**src/rtl/bw_mult_pkg.sv**
```systemverilog
// Shared state encodings and Baugh-Wooley correction constant for bw_mult_seq.
// Optional MAC mode is selected by defining BW_MULT_MAC_EN.
package bw_mult_pkg;

  typedef enum logic [1:0] {
    S_IDLE = 2'd0,
    S_RUN  = 2'd1,
    S_DONE = 2'd2
  } state_e;

  // Correction constant 2^(a_w-1) + 2^(b_w-1) + 2^(a_w+b_w-1); callers truncate to P_W.
  function automatic logic [63:0] bw_k(input int a_w, input int b_w);
    logic [63:0] k;
    k = (64'd1 << (a_w - 1)) + (64'd1 << (b_w - 1)) + (64'd1 << (a_w + b_w - 1));
    return k;
  endfunction

endpackage

```
**src/rtl/bw_pp_row.sv**
```systemverilog
// One Baugh-Wooley partial-product row: a AND b_bit, with the signed-mode
// inversions applied to the MSB term (ordinary rows) or the other terms (last row).
module bw_pp_row #(
  parameter int A_W = 8
) (
  input  logic [A_W-1:0] a,
  input  logic           b_bit,
  input  logic           tc,
  input  logic           last_row,
  output logic [A_W-1:0] row
);

  for (genvar gi = 0; gi < A_W; gi++) begin : g_bit
    if (gi == A_W - 1) begin : g_msb
      assign row[gi] = (a[gi] & b_bit) ^ (tc & ~last_row);
    end else begin : g_lsb
      assign row[gi] = (a[gi] & b_bit) ^ (tc & last_row);
    end
  end

endmodule

```
**src/rtl/bw_mult_seq.sv**
```systemverilog
// Sequential Baugh-Wooley multiplier, one partial-product row per clock, valid/ready on both sides.
// Define BW_MULT_MAC_EN to add the acc input (p accumulates previous p + a*b).
module bw_mult_seq
  import bw_mult_pkg::*;
#(
  parameter int A_W = 8,
  parameter int B_W = 8,
  localparam int P_W = A_W + B_W
) (
  input  logic           clk,
  input  logic           rst_n,
  input  logic           in_valid,
  output logic           in_ready,
  input  logic [A_W-1:0] a,
  input  logic [B_W-1:0] b,
  input  logic           tc,
`ifdef BW_MULT_MAC_EN
  input  logic           acc,
`endif
  output logic           out_valid,
  input  logic           out_ready,
  output logic [P_W-1:0] p,
  output logic           busy
);

  localparam int CNT_W = (B_W > 1) ? $clog2(B_W) : 1;
  localparam logic [P_W-1:0] K = P_W'(bw_k(A_W, B_W));

  state_e           state_q, state_d;
  logic [CNT_W-1:0] cnt_q, cnt_d;
  logic [P_W-1:0]   acc_q, acc_d;
  logic [P_W-1:0]   p_q, p_d;
  logic [A_W-1:0]   a_q, a_d;
  logic [B_W-1:0]   b_q, b_d;
  logic             tc_q, tc_d;

  logic [A_W-1:0]   row;
  logic [P_W-1:0]   row_shift;
  logic [P_W-1:0]   acc_sum;
  logic [P_W-1:0]   load_base;
  logic [P_W-1:0]   load_val;
  logic             last_row;

  assign last_row = (cnt_q == CNT_W'(B_W - 1));

  // b_q shifts right each RUN cycle, so the current multiplier bit is always b_q[0].
  bw_pp_row #(.A_W(A_W)) u_row (
    .a        (a_q),
    .b_bit    (b_q[0]),
    .tc       (tc_q),
    .last_row (last_row),
    .row      (row)
  );

  assign row_shift = {{B_W{1'b0}}, row} << cnt_q;
  assign acc_sum   = acc_q + row_shift;

`ifdef BW_MULT_MAC_EN
  assign load_base = acc ? p_q : '0;
`else
  assign load_base = '0;
`endif
  assign load_val  = load_base + (tc ? K : '0);

  always_comb begin
    state_d   = state_q;
    cnt_d     = cnt_q;
    acc_d     = acc_q;
    p_d       = p_q;
    a_d       = a_q;
    b_d       = b_q;
    tc_d      = tc_q;
    in_ready  = 1'b0;
    out_valid = 1'b0;
    busy      = 1'b0;
    case (state_q)
      S_IDLE: begin
        in_ready = 1'b1;
        if (in_valid) begin
          a_d     = a;
          b_d     = b;
          tc_d    = tc;
          cnt_d   = '0;
          acc_d   = load_val;
          state_d = S_RUN;
        end
      end
      S_RUN: begin
        busy  = 1'b1;
        acc_d = acc_sum;
        b_d   = b_q >> 1;
        cnt_d = cnt_q + CNT_W'(1);
        if (last_row) begin
          cnt_d   = '0;
          p_d     = acc_sum;
          state_d = S_DONE;
        end
      end
      S_DONE: begin
        out_valid = 1'b1;
        if (out_ready) state_d = S_IDLE;
      end
      default: state_d = S_IDLE;
    endcase
  end

  always_ff @(posedge clk or negedge rst_n) begin
    if (!rst_n) begin
      state_q <= S_IDLE;
      cnt_q   <= '0;
      acc_q   <= '0;
      p_q     <= '0;
      a_q     <= '0;
      b_q     <= '0;
      tc_q    <= 1'b0;
    end else begin
      state_q <= state_d;
      cnt_q   <= cnt_d;
      acc_q   <= acc_d;
      p_q     <= p_d;
      a_q     <= a_d;
      b_q     <= b_d;
      tc_q    <= tc_d;
    end
  end

  assign p = p_q;

endmodule
```
**config.mk**
```make
export PLATFORM = sky130hd
export DESIGN_NAME = bw_mult_seq
export DESIGN_NICKNAME = d
export VERILOG_FILES = /design/src/rtl/bw_mult_pkg.sv /design/src/rtl/bw_pp_row.sv /design/src/rtl/bw_mult_seq.sv
export SDC_FILE = /design/constraint.sdc
export NUM_CORES = 1
export LEC_CHECK = 0
export ABC_CLOCK_PERIOD_IN_PS = 10400
export CAP_MARGIN = 20
export CORE_MARGIN = 1
export CORE_UTILIZATION = 55
export CTS_CLUSTER_SIZE = 28
export DETAILED_ROUTE_END_ITERATION = 7
export PLACE_DENSITY = 0.8
export SLEW_MARGIN = 20
export SYNTH_ARGS = -nofsm -noshare
export SYNTH_HDL_FRONTEND = slang
export SYNTH_HIERARCHICAL = 1
export SYNTH_SLANG_ARGS = --single-unit
export TNS_END_PERCENT = 30
```
**constraint.sdc**
```tcl
create_clock -name clk -period 10.4 [get_ports clk]
set_input_delay 1.04 -clock clk [delete_from_list [all_inputs] [get_ports clk]]
set_output_delay 1.04 -clock clk [all_outputs]
set_load 0.02 [all_outputs]
```
**After elaboration in Yosys (flattened, before gate mapping)**

Index checks and enable logic that the tools add are counted.

- Bits in read-only memories: 0
- Logic and storage cells: 56
- Bits in latches: 0
- Register bits: 54
- RAM bits: 0
- Memories kept: 0

- Add/subtract/negate cells: 2
- Equal/unequal tests: 6
- Shift operators: 1
- Reduce and logical (&&, ||, !) cells: 6
- Div/mod/pow operators: 0
- Order comparisons: 0
- Bitwise logic cells: 19
- Multipliers: 0
- Muxes and demuxes: 15

Operator list:

| kind | number |
|---|---|
| 16-bit two-way mux | 2 |
| 16-bit case mux with 2 select lines | 1 |
| 16-bit adder | 1 |
| 8-bit case mux with 2 select lines | 1 |
| 8-bit by 3-bit left shift with 16-bit output | 1 |
| 1-bit AND | 10 |
| 8-bit two-way mux | 1 |
| 1-bit bitwise XOR | 8 |
| 2-bit two-way mux | 3 |
| 3-bit two-way mux | 2 |
| 2-bit case mux with 3 select lines | 1 |
| 3-bit case mux with 2 select lines | 1 |
| 2-bit AND reduction | 3 |
| 2-bit != test (second input constant) | 2 |
| 3-bit by 1-bit adder with 3-bit output (second input constant) | 1 |
| 3-bit equality test (second input constant) | 1 |
| 1-bit two-way mux | 3 |
| 3-bit AND reduction | 1 |
| 2-bit by 1-bit equality test with 1-bit output (second input constant) | 1 |
| 2-bit equality test (second input constant) | 1 |
| 2-bit logical NOT | 1 |
| 2-bit by 1-bit != test with 1-bit output (second input constant) | 1 |
| 2-bit nonzero test | 1 |
| 1-bit NOT | 1 |

**Logic depth before layout (Yosys ltp)**

Gate-level depths: netlist of the first run.

- Word-level depth: 7
- Gate-level depth with buffers: 16
- Depth with buffers taken out: 16

**Hierarchy**

The synthesis of the first run kept the hierarchy.

By module, submodules not included:

| module | cells an instance | area an instance (sq um) | instances |
|---|---|---|---|
| bw_mult_seq | 351 | 3211.8 | 1 |
| bw_pp_row | 19 | 127.6 | 1 |

**Worst setup path before layout of the first run**

OpenSTA, ideal clock, no wires.

- Kind: reg2reg
- From: register cnt_q[1]
- To: register p_q[15], in the netlist p[15]
- Arrival: 3.219 ns
- Slack: 7.111 ns
- Cell stages (with the launch flop): 15
- Setup time: 0.069 ns
- Cell sequence: dfrtp_1 > ha_1 > ha_1 > nand2_4 > xor2_1 > mux2_2 > o21ai_0 > o22ai_1 > ha_1 > nand2_2 > or3_1 > o211ai_2 > a21oi_2 > or4_1 > nand3_1

- Elaborated cells between the ends (all ways): 15

RTL lines:

| what | RTL line | RTL |
|---|---|---|
| start, declared | bw_mult_seq.sv:30 | `logic [CNT_W-1:0] cnt_q, cnt_d;` |
| start signal, assigned | bw_mult_seq.sv:118 | `cnt_q <= cnt_d;` |
| 3-bit equality test | bw_mult_seq.sv:44 | `assign last_row = (cnt_q == CNT_W'(B_W - 1));` |
| via last_row | bw_mult_seq.sv:42 | `logic last_row;` |
| 1-bit AND | bw_pp_row.sv:17 | `assign row[gi] = (a[gi] & b_bit) ^ (tc & last_row);` |
| 1-bit bitwise XOR | bw_pp_row.sv:17 |  |
| via row[4] | bw_mult_seq.sv:37 | `logic [A_W-1:0] row;` |
| 8-bit by 3-bit left shift with 16-bit output | bw_mult_seq.sv:55 | `assign row_shift = {{B_W{1'b0}}, row} << cnt_q;` |
| 16-bit adder | bw_mult_seq.sv:56 | `assign acc_sum = acc_q + row_shift;` |
| end signal, assigned | bw_mult_seq.sv:120 | `p_q <= p_d;` |
| end, declared | bw_mult_seq.sv:32 | `logic [P_W-1:0] p_q, p_d;` |

The timed path passes the listed nets, and every way through them passes these cells.
A chain may end at the register's enable or synchronous reset.

**Final worst setup path of the first run**

- From: register cnt_q[0]
- To: register acc_q[14]

- Elaborated cells between the ends (all ways): 15

RTL lines:

| what | RTL line | RTL |
|---|---|---|
| 3-bit equality test | bw_mult_seq.sv:44 |  |
| via last_row | bw_mult_seq.sv:42 |  |
| 1-bit AND | bw_pp_row.sv:17 |  |
| 1-bit bitwise XOR | bw_pp_row.sv:17 |  |
| via row[4] | bw_mult_seq.sv:37 |  |
| 8-bit by 3-bit left shift with 16-bit output | bw_mult_seq.sv:55 |  |
| 16-bit adder | bw_mult_seq.sv:56 |  |
| 16-bit case mux with 2 select lines | bw_mult_seq.sv:76 | `case (state_q)` |
| end signal, assigned | bw_mult_seq.sv:111 | `acc_q <= '0;` |
| end signal, assigned | bw_mult_seq.sv:119 | `acc_q <= acc_d;` |
| end, declared | bw_mult_seq.sv:31 | `logic [P_W-1:0] acc_q, acc_d;` |

The timed path passes the listed nets, and every way through them passes these cells.

==> impl_summary.txt, run 1 <==
----------------------------------------------------
[Floorplanning]
  Width of the chip ... approximately 80 um
  DIE HEIGHT ... ~80 um
  I/O pin count ... 40
  Initial Utilization ... a little under three fifths
  Number of standard-cell rows in the floorplan ... 28
  Placeable core area ... ~0.0059 mm2
  Total die area ... approximately 0.0064 mm2

[Routing]
  Uppermost routed layer ... met4
  Routed length per placed instance ... about 16 um
  Starting DRT DRC Count ... 180
  Via-to-Cell Ratio ... approximately 5.9
  Aggregate routed wire length ... roughly 7.4 mm
  Length of the first detailed-routing pass in iterations ... 4
  Residual DRC count ... 0
  Met2 routed WL ... around 3.6 mm
  Routed wl met3 ... 210 um
  Post-route met1 wirelength ... between 3 and 4 mm
  Antenna Nets Post-Route ... 0
  Vias after detailed routing ... around 2800

[Yosys]
  Area fraction in compound gates after synthesis ... 18.25%
  Netlist Area Pre-Place ... approximately 0.0033 mm2
  Xor-xnor portion of the synthesized cell area ... under 10%
  Area share of the leading cell type in the synthesized netlist ... 40.46%
  Number of nets in the synthesized netlist ... just over 400
  Yosys cell types ... 52
  Post-Syn Area per Cell ... 9.026 um2
  Main combinational cell family by area after synthesis ... compound AO/OA/AOI/OAI gates
  Total of warnings raised by yosys ... 6
  Adder-cell area share of the yosys netlist ... about 7%
  Synthesized flop and latch total ... between 50 and 60
  Share of synthesized area spent on multiplexers ... under 10%
  Top FF cell, synth ... dfrtp_1
  Post-Synthesis Cells ... 370
  Sequential fraction of the synthesis area ... 40.46%
  Library cell occupying the most area in the post-synthesis netlist ... dfrtp_1
  Number of flops mapped to enable cells by yosys ... 0
  Async set-reset flop share out of synthesis ... 100.0%
  Cell types with the largest area share after synthesis ... dfrtp_1, nand2_1, ha_1, o21ai_0, mux2i_1
  Basic-gate share of the synthesized area counting and, or, nand and nor cells ... between 10% and 20%

[GRT]
  Residual overflow from global routing ... 0
  Vias in the first global route ... about 2700
  Total GRT Usage ... a little over a quarter
  Initial antenna violation count ... 0
  First-pass GRT wire length ... roughly 13 mm
  Pin count of the biggest net entering global routing ... 55

[Run]
  Maxcap violations ... 0

[Setup path]
  Chain of cells forming the critical path ... ha_1 > ha_1 > nand2_4 > xor2_1 > mux2_2 > o21ai_0 > mux2i_1 > ha_1 > a21o_1 > a221oi_1 > o21bai_1 > a2111oi_0 > nand3b_1 > o21ai_0
  Highest net fanout along the worst path ... 12
  Type of the worst setup path ... flip-flop to flip-flop
  Worst-case reg-to-reg path depth ... 14
  Data arrival time of the worst path ... 4.21 ns
  Source of the worst register-to-register timing path ... cnt_q[0]
  Flop2flop setup slack ... 6.35 ns
  Most repeated library cell on the critical path ... ha_1
  Type of origin of the critical path ... flip-flop
  Capture point of the worst reg-to-reg path ... acc_q[14]
  Cell family with the largest share of critical-path delay ... compound AO/OA/AOI/OAI gates
  Slowest cell delay on critical path ... 0.65 ns
  Worst path slowest cell ... dfrtp_1
  Bufs and invs on worst path ... 0
  Sort of element at the end of the critical path ... flip-flop
  WP data required ... approximately 11 ns

[Power and ir drop]
  Design internal power ... between 0.7 and 0.8 mW
  Cell Pwr Density ... between 300 and 400 mW/mm2
  Sw power ... 0.6476 mW
  Part of the total power dissipated in combinational logic ... 61.8%
  Switching share of power ... 47.84%
  Proportion of power drawn by the clock network ... about a tenth
  Share of power burned in registers ... between 20 and 30%
  Leakage power summed over all cells ... around 1.7 nW
  VDD IR-drop max ... 205.0 uV

[Worst hold path]
  Hold path endpoint ... p[4]
  Path class of the lowest-slack min-delay path ... flip-flop to flip-flop
  Hold-critical path depth ... 2
  Origin of the worst min-delay path ... p[4]

[Layout]
  Share of cells above drive strength 1 ... under 10%
  Number of diodes ... 0
  Layout overhead on the synthesized area ... 15.55%
  Final instance area ... 0.003859 mm2
  FILL cells ... approximately 500
  Register area ... between 0.001 and 0.0015 mm2
  Layout Cells excl Fill ... about 480
  Total area of multi-input combinational cells ... 0.001888 mm2
  Final net count ... roughly 440

[Clocking]
  Insertion delay to the later sink of the worst-skew pair ... between 0.3 and 0.4 ns
  Count of buffers added by post-CTS timing repair for setup ... 0
  CTS tree ... done
  Number of H-tree levels ... 2
  Clock transition at the registers of the reported paths ... 0.10 ns
  Count of hold buffers inserted by post-cts repair ... 0
  TritonCTS buffer count ... 5
  Clock Root Buffer ... clkbuf_8
  Clock sink count ... 54
  Count of instances resized after the clock tree is built ... 0
  Bufs on Longest Clock Path ... 2

[Timing]
  Worst clock skew ... around 0.012 ns
  F_max ... between 0.2 and 0.25 GHz
  Total count of max-transition violations in the final report ... 0
  RSZ-0062 raised after global routing ... false
  Worst Tran Pin Value ... ~0.90 ns
  Final cycle utilization of the critical path ... between 30 and 40%
  Worst-case hold slack ... ~0.5 ns
  Number of failing hold endpoints at the final stage ... 0
  Time the final worst path needs with I/O delays and setup ... just over 4 ns
  Count of final setup violators ... 0
  Worst setup slack after layout ... 6.351 ns
  Rel. slew slack ... ~40%
  Aggregate negative setup slack ... 0 ns

[Outcome]
  Status ... finished, final reports clean

[Placed design]
  Placed inst area ... around 0.0038 mm2
  Minimum setup slack after placement ... around 6.5 ns
  Gp weighted congestion ... roughly 0.9
  Half-perimeter wire length of the detailed placement result ... between 5 and 6 mm
  Cell count after placement ... between 400 and 500
  Input/output buffers ... 39

----------------------------------------------------
==> placed cells by master, fill, tap and decap left out, types with 4 or more instances in the layout <==
cell type         n
a21o_1            7
a21oi_1          16
clkbuf_8          6
clkdlybuf4s50_1  38
dfrtp_1          54
ha_1             17
inv_1             7
mux2_2           13
mux2i_1          15
nand2_1          74
nand2b_1          4
nand3_1           4
nor2_1           13
nor3_1            5
o21ai_0          38
o22ai_1          11
o31ai_1           5
xnor2_1           5
xor2_1           13
==> worst max-delay path by stage <==
stage | startpoint | end | slack, ns | cells after the start
5_1_grt | cnt_q[0] | acc_q[14] | 6.02 | 14
3_3_place_gp | cnt_q[1] | p[15] | 6.57 | 14
2_1_floorplan | cnt_q[1] | p[15] | 7.11 | 14
6_report | cnt_q[0] | acc_q[14] | 6.35 | 14
3_5_place_dp | cnt_q[0] | p[15] | 6.46 | 14
4_1_cts | state_q[1] | busy | 6.39 | 4
==> metrics by stage <==
stage	power, mW	utilization, %
floorplan	0.9991	-
global placement	1.192	63.84
detailed placement	1.223	63.84
CTS	1.355	65.52
global route	1.483	65.56
finish	1.354	65.56
==> logic make-up (layout without fill, tap and decap cells) <==
family,after synthesis,after routing
AOI/OAI and AO/OA,99,99
buffers and inverters,25,56
xor gates and xnor gates,18,18
DFF,54,54
and+or+nand+nor,128,128
adders and majority gates,18,18
muxes,28,28
==> layer usage <==
| metal | global-route usage, % | vias up |
|---|---|---|
| met5 | 0 | - |
| li1 | - | 1382 |
| met3 | 4.914 | 11 |
| met2 | 43.93 | 43 |
| met4 | 8.393 | 0 |
| met1 | 33.77 | 1361 |
==> area by class of cell <==
type	count	share of cell area, %
Clock inverter	2	0.4215
Tap cell	75	2.432
Timing Repair Buffer	41	10.38
Clock buffer	6	2.140
Inverter	7	0.6809
Sequential cell	54	35.02
Multi-Input combinational cell	291	48.93
==> registers in the layout, indices dropped and copies added (netlist names) <==
signal and count:
a_q 8, acc_q 16, b_q 8, cnt_q 3, p 16, state_q 2
tc_q 1
==> Yosys cell counts (2+ instances only) <==
library cell,n
nand2_1,75
dfrtp_1,54
o21ai_0,38
ha_1,17
a21oi_1,16
mux2i_1,15
clkbuf_1,13
mux2_2,13
nor2_1,13
xor2_1,13
o22ai_1,11
a21o_1,7
inv_1,7
nor3_1,5
o31ai_1,5
xnor2_1,5
buf_2,4
nand2b_1,4
nand3_1,4
a221oi_1,3
a31oi_1,3
and3_1,3
nand3b_1,3
nand4_1,3
nor2b_1,3
a41oi_1,2
and2_1,2
nor3b_1,2
nor4_1,2
o21bai_1,2
or3_1,2
==> power by group through the flow <==
stage	registers [mW]	logic (mW)	clock network, mW
after CTS	0.389	0.834	0.132
after global routing	0.403	0.938	0.141
after detailed placement	0.393	0.830	0
after global placement	0.387	0.805	0
after floorplan	0.389	0.610	0
final	0.389	0.836	0.129
==> tightest hold or removal path, cell delays in order (launching register included) <==
cell and delay, ns:
dfrtp_1 0.36, nand2_1 0.05, o21ai_0 0.06
Power figures use the tool's default switching activity.
==> run 2, diff against run 1 <==
- ABC_CLOCK_PERIOD_IN_PS: 10400 -> 3970
- clock period: 10.4 -> 3.97 ns (I/O delays scaled with it)
==> impl_summary.txt, run 2 (synthesis gave the netlist of run 1 again) <==
----------------------------------------------------
[Clocking]
  Number of H-tree levels ... 2
  CTS tree ... done
  Bufs on Longest Clock Path ... 2
  Insertion delay to the later sink of the worst-skew pair ... around 0.32 ns
  TritonCTS buffer count ... 5
  Clock transition at the registers of the reported paths ... between 0.1 and 0.15 ns
  Clock sink count ... between 50 and 60
  Clock Root Buffer ... clkbuf_8

[GRT]
  Residual overflow from global routing ... 0
  Pin count of the biggest net entering global routing ... 55
  Initial antenna violation count ... 0
  First-pass GRT wire length ... ~13 mm
  Vias in the first global route ... around 2700
  Total GRT Usage ... 26.54%

[Routing]
  Antenna Nets Post-Route ... 0
  Vias after detailed routing ... about 2800
  Residual DRC count ... 0
  Via-to-Cell Ratio ... approximately 5.8
  Routed length per placed instance ... 15.93 um
  Length of the first detailed-routing pass in iterations ... 4
  Starting DRT DRC Count ... between 150 and 200
  Aggregate routed wire length ... slightly below 8 mm

[Setup path]
  Worst path slowest cell ... or4_1
  Source of the worst register-to-register timing path ... cnt_q[0]
  Worst-case reg-to-reg path depth ... 14
  Cell family with the largest share of critical-path delay ... simple AND/OR/NAND/NOR gates
  Flop2flop setup slack ... about 0.34 ns
  Type of the worst setup path ... flip-flop to flip-flop
  Type of origin of the critical path ... flip-flop
  Capture point of the worst reg-to-reg path ... p[15]
  Slowest cell delay on critical path ... roughly 0.47 ns
  Most repeated library cell on the critical path ... ha_1
  Data arrival time of the worst path ... ~3.9 ns
  Bufs and invs on worst path ... 0
  WP data required ... around 4.2 ns
  Sort of element at the end of the critical path ... flip-flop
  Chain of cells forming the critical path ... ha_1 > ha_2 > nand2_4 > xor2_1 > mux2_2 > o21ai_0 > mux2i_1 > ha_1 > a21oi_1 > or3_1 > o211ai_2 > a21oi_2 > or4_1 > nand3_1
  Highest net fanout along the worst path ... 7

[Placed design]
  Half-perimeter wire length of the detailed placement result ... 5.631 mm
  Gp weighted congestion ... 0.9001
  Minimum setup slack after placement ... approximately 0.40 ns
  Input/output buffers ... 39

[Timing]
  Worst-case hold slack ... around 0.20 ns
  Rel. slew slack ... a little over a third
  Count of final setup violators ... 0
  Worst clock skew ... around 0.016 ns
  Time the final worst path needs with I/O delays and setup ... between 3 and 4 ns
  Final cycle utilization of the critical path ... between 90 and 100%
  Worst setup slack after layout ... between 0.3 and 0.4 ns
  Total count of max-transition violations in the final report ... 0
  Aggregate negative setup slack ... 0 ns
  Number of failing hold endpoints at the final stage ... 0
  F_max ... approximately 0.28 GHz
  RSZ-0062 raised after global routing ... false
  Worst Tran Pin Value ... 0.9677 ns

[Layout]
  FILL cells ... approximately 480
  Layout overhead on the synthesized area ... 18.40%
  Total area of multi-input combinational cells ... approximately 0.0019 mm2
  Share of cells above drive strength 1 ... 9.804%
  Most used cells in the layout excluding fill and tap cells ... nand2_1, dfrtp_1, clkdlybuf4s50_1
  Commonest non-fill, non-tap cell in the layout ... nand2_1
  Register area ... 0.001351 mm2
  Final net count ... between 400 and 500
  Number of diodes ... 0

[Power and ir drop]
  Power consumption ... approximately 3.7 mW
  Cell Pwr Density ... about 950 mW/mm2
  Leakage power summed over all cells ... roughly 1.7 nW
  VDD IR-drop max ... around 620 uV

[Floorplanning]
  DIE HEIGHT ... around 80 um
  Total die area ... ~0.0064 mm2
  I/O pin count ... 40
  Placeable core area ... between 0.005 and 0.006 mm2
  Initial Utilization ... a little under three fifths
  Number of standard-cell rows in the floorplan ... 28
  Width of the chip ... 79.92 um

[Outcome]
  Status ... finished, final reports clean

[Worst hold path]
  Path class of the lowest-slack min-delay path ... primary input to asynchronous set/reset pin

[Run]
  Maxcap violations ... 0

----------------------------------------------------
==> run 2: layer usage <==
metal,global-route usage (%),share of wire (%),routed length [um],vias up
li1,-,-,-,1396
met1,34.96,46,3527,1355
met2,45.13,49,3753,52
met3,4.571,3.9,303,11
met4,6.607,1.5,112,0
met5,0,0,0,-
==> run 2: metrics by stage <==
step	area [um2]	cells	util [%]
final	3954	483	67.18
after global routing	3954	483	67.18
after CTS	3948	483	67.07
after detailed placement	3810	475	64.73
after global placement	3810	475	64.73
after floorplan	3339	370	-
==> run 2: what timing repair did <==
action	in CTS	in global routing
hold buffers	0	0
endpoints found under the setup margin	0	4
resized for setup	0	3
setup buffers	0	0
==> run 2: power breakdown <==
part	internal (mW)	total, mW	switching, mW
clock network	0.253	0.442	0.189
logic	0.956	2.33	1.38
registers	0.806	0.971	0.165
total	2.01	3.75	1.73
==> run 2: worst max-delay path by stage <==
stage / start / endpoint / slack, ns / cells after the start
2_1_floorplan: cnt_q[1] / p[15] / 0.68 / 14
3_3_place_gp: cnt_q[0] / p[15] / 0.51 / 14
3_5_place_dp: cnt_q[0] / p[12] / 0.40 / 14
4_1_cts: cnt_q[0] / p[15] / 0.27 / 14
5_1_grt: cnt_q[0] / p[12] / 0.09 / 14
6_report: cnt_q[0] / p[15] / 0.34 / 14
==> run 2: final cells by class <==
type | instances | area share (%)
Multi-Input combinational cell | 291 | 47.85
Sequential cell | 54 | 34.18
Timing Repair Buffer | 48 | 11.46
Tap cell | 75 | 2.373
Clock buffer | 5 | 1.741
Clock inverter | 3 | 1.741
Inverter | 7 | 0.6646
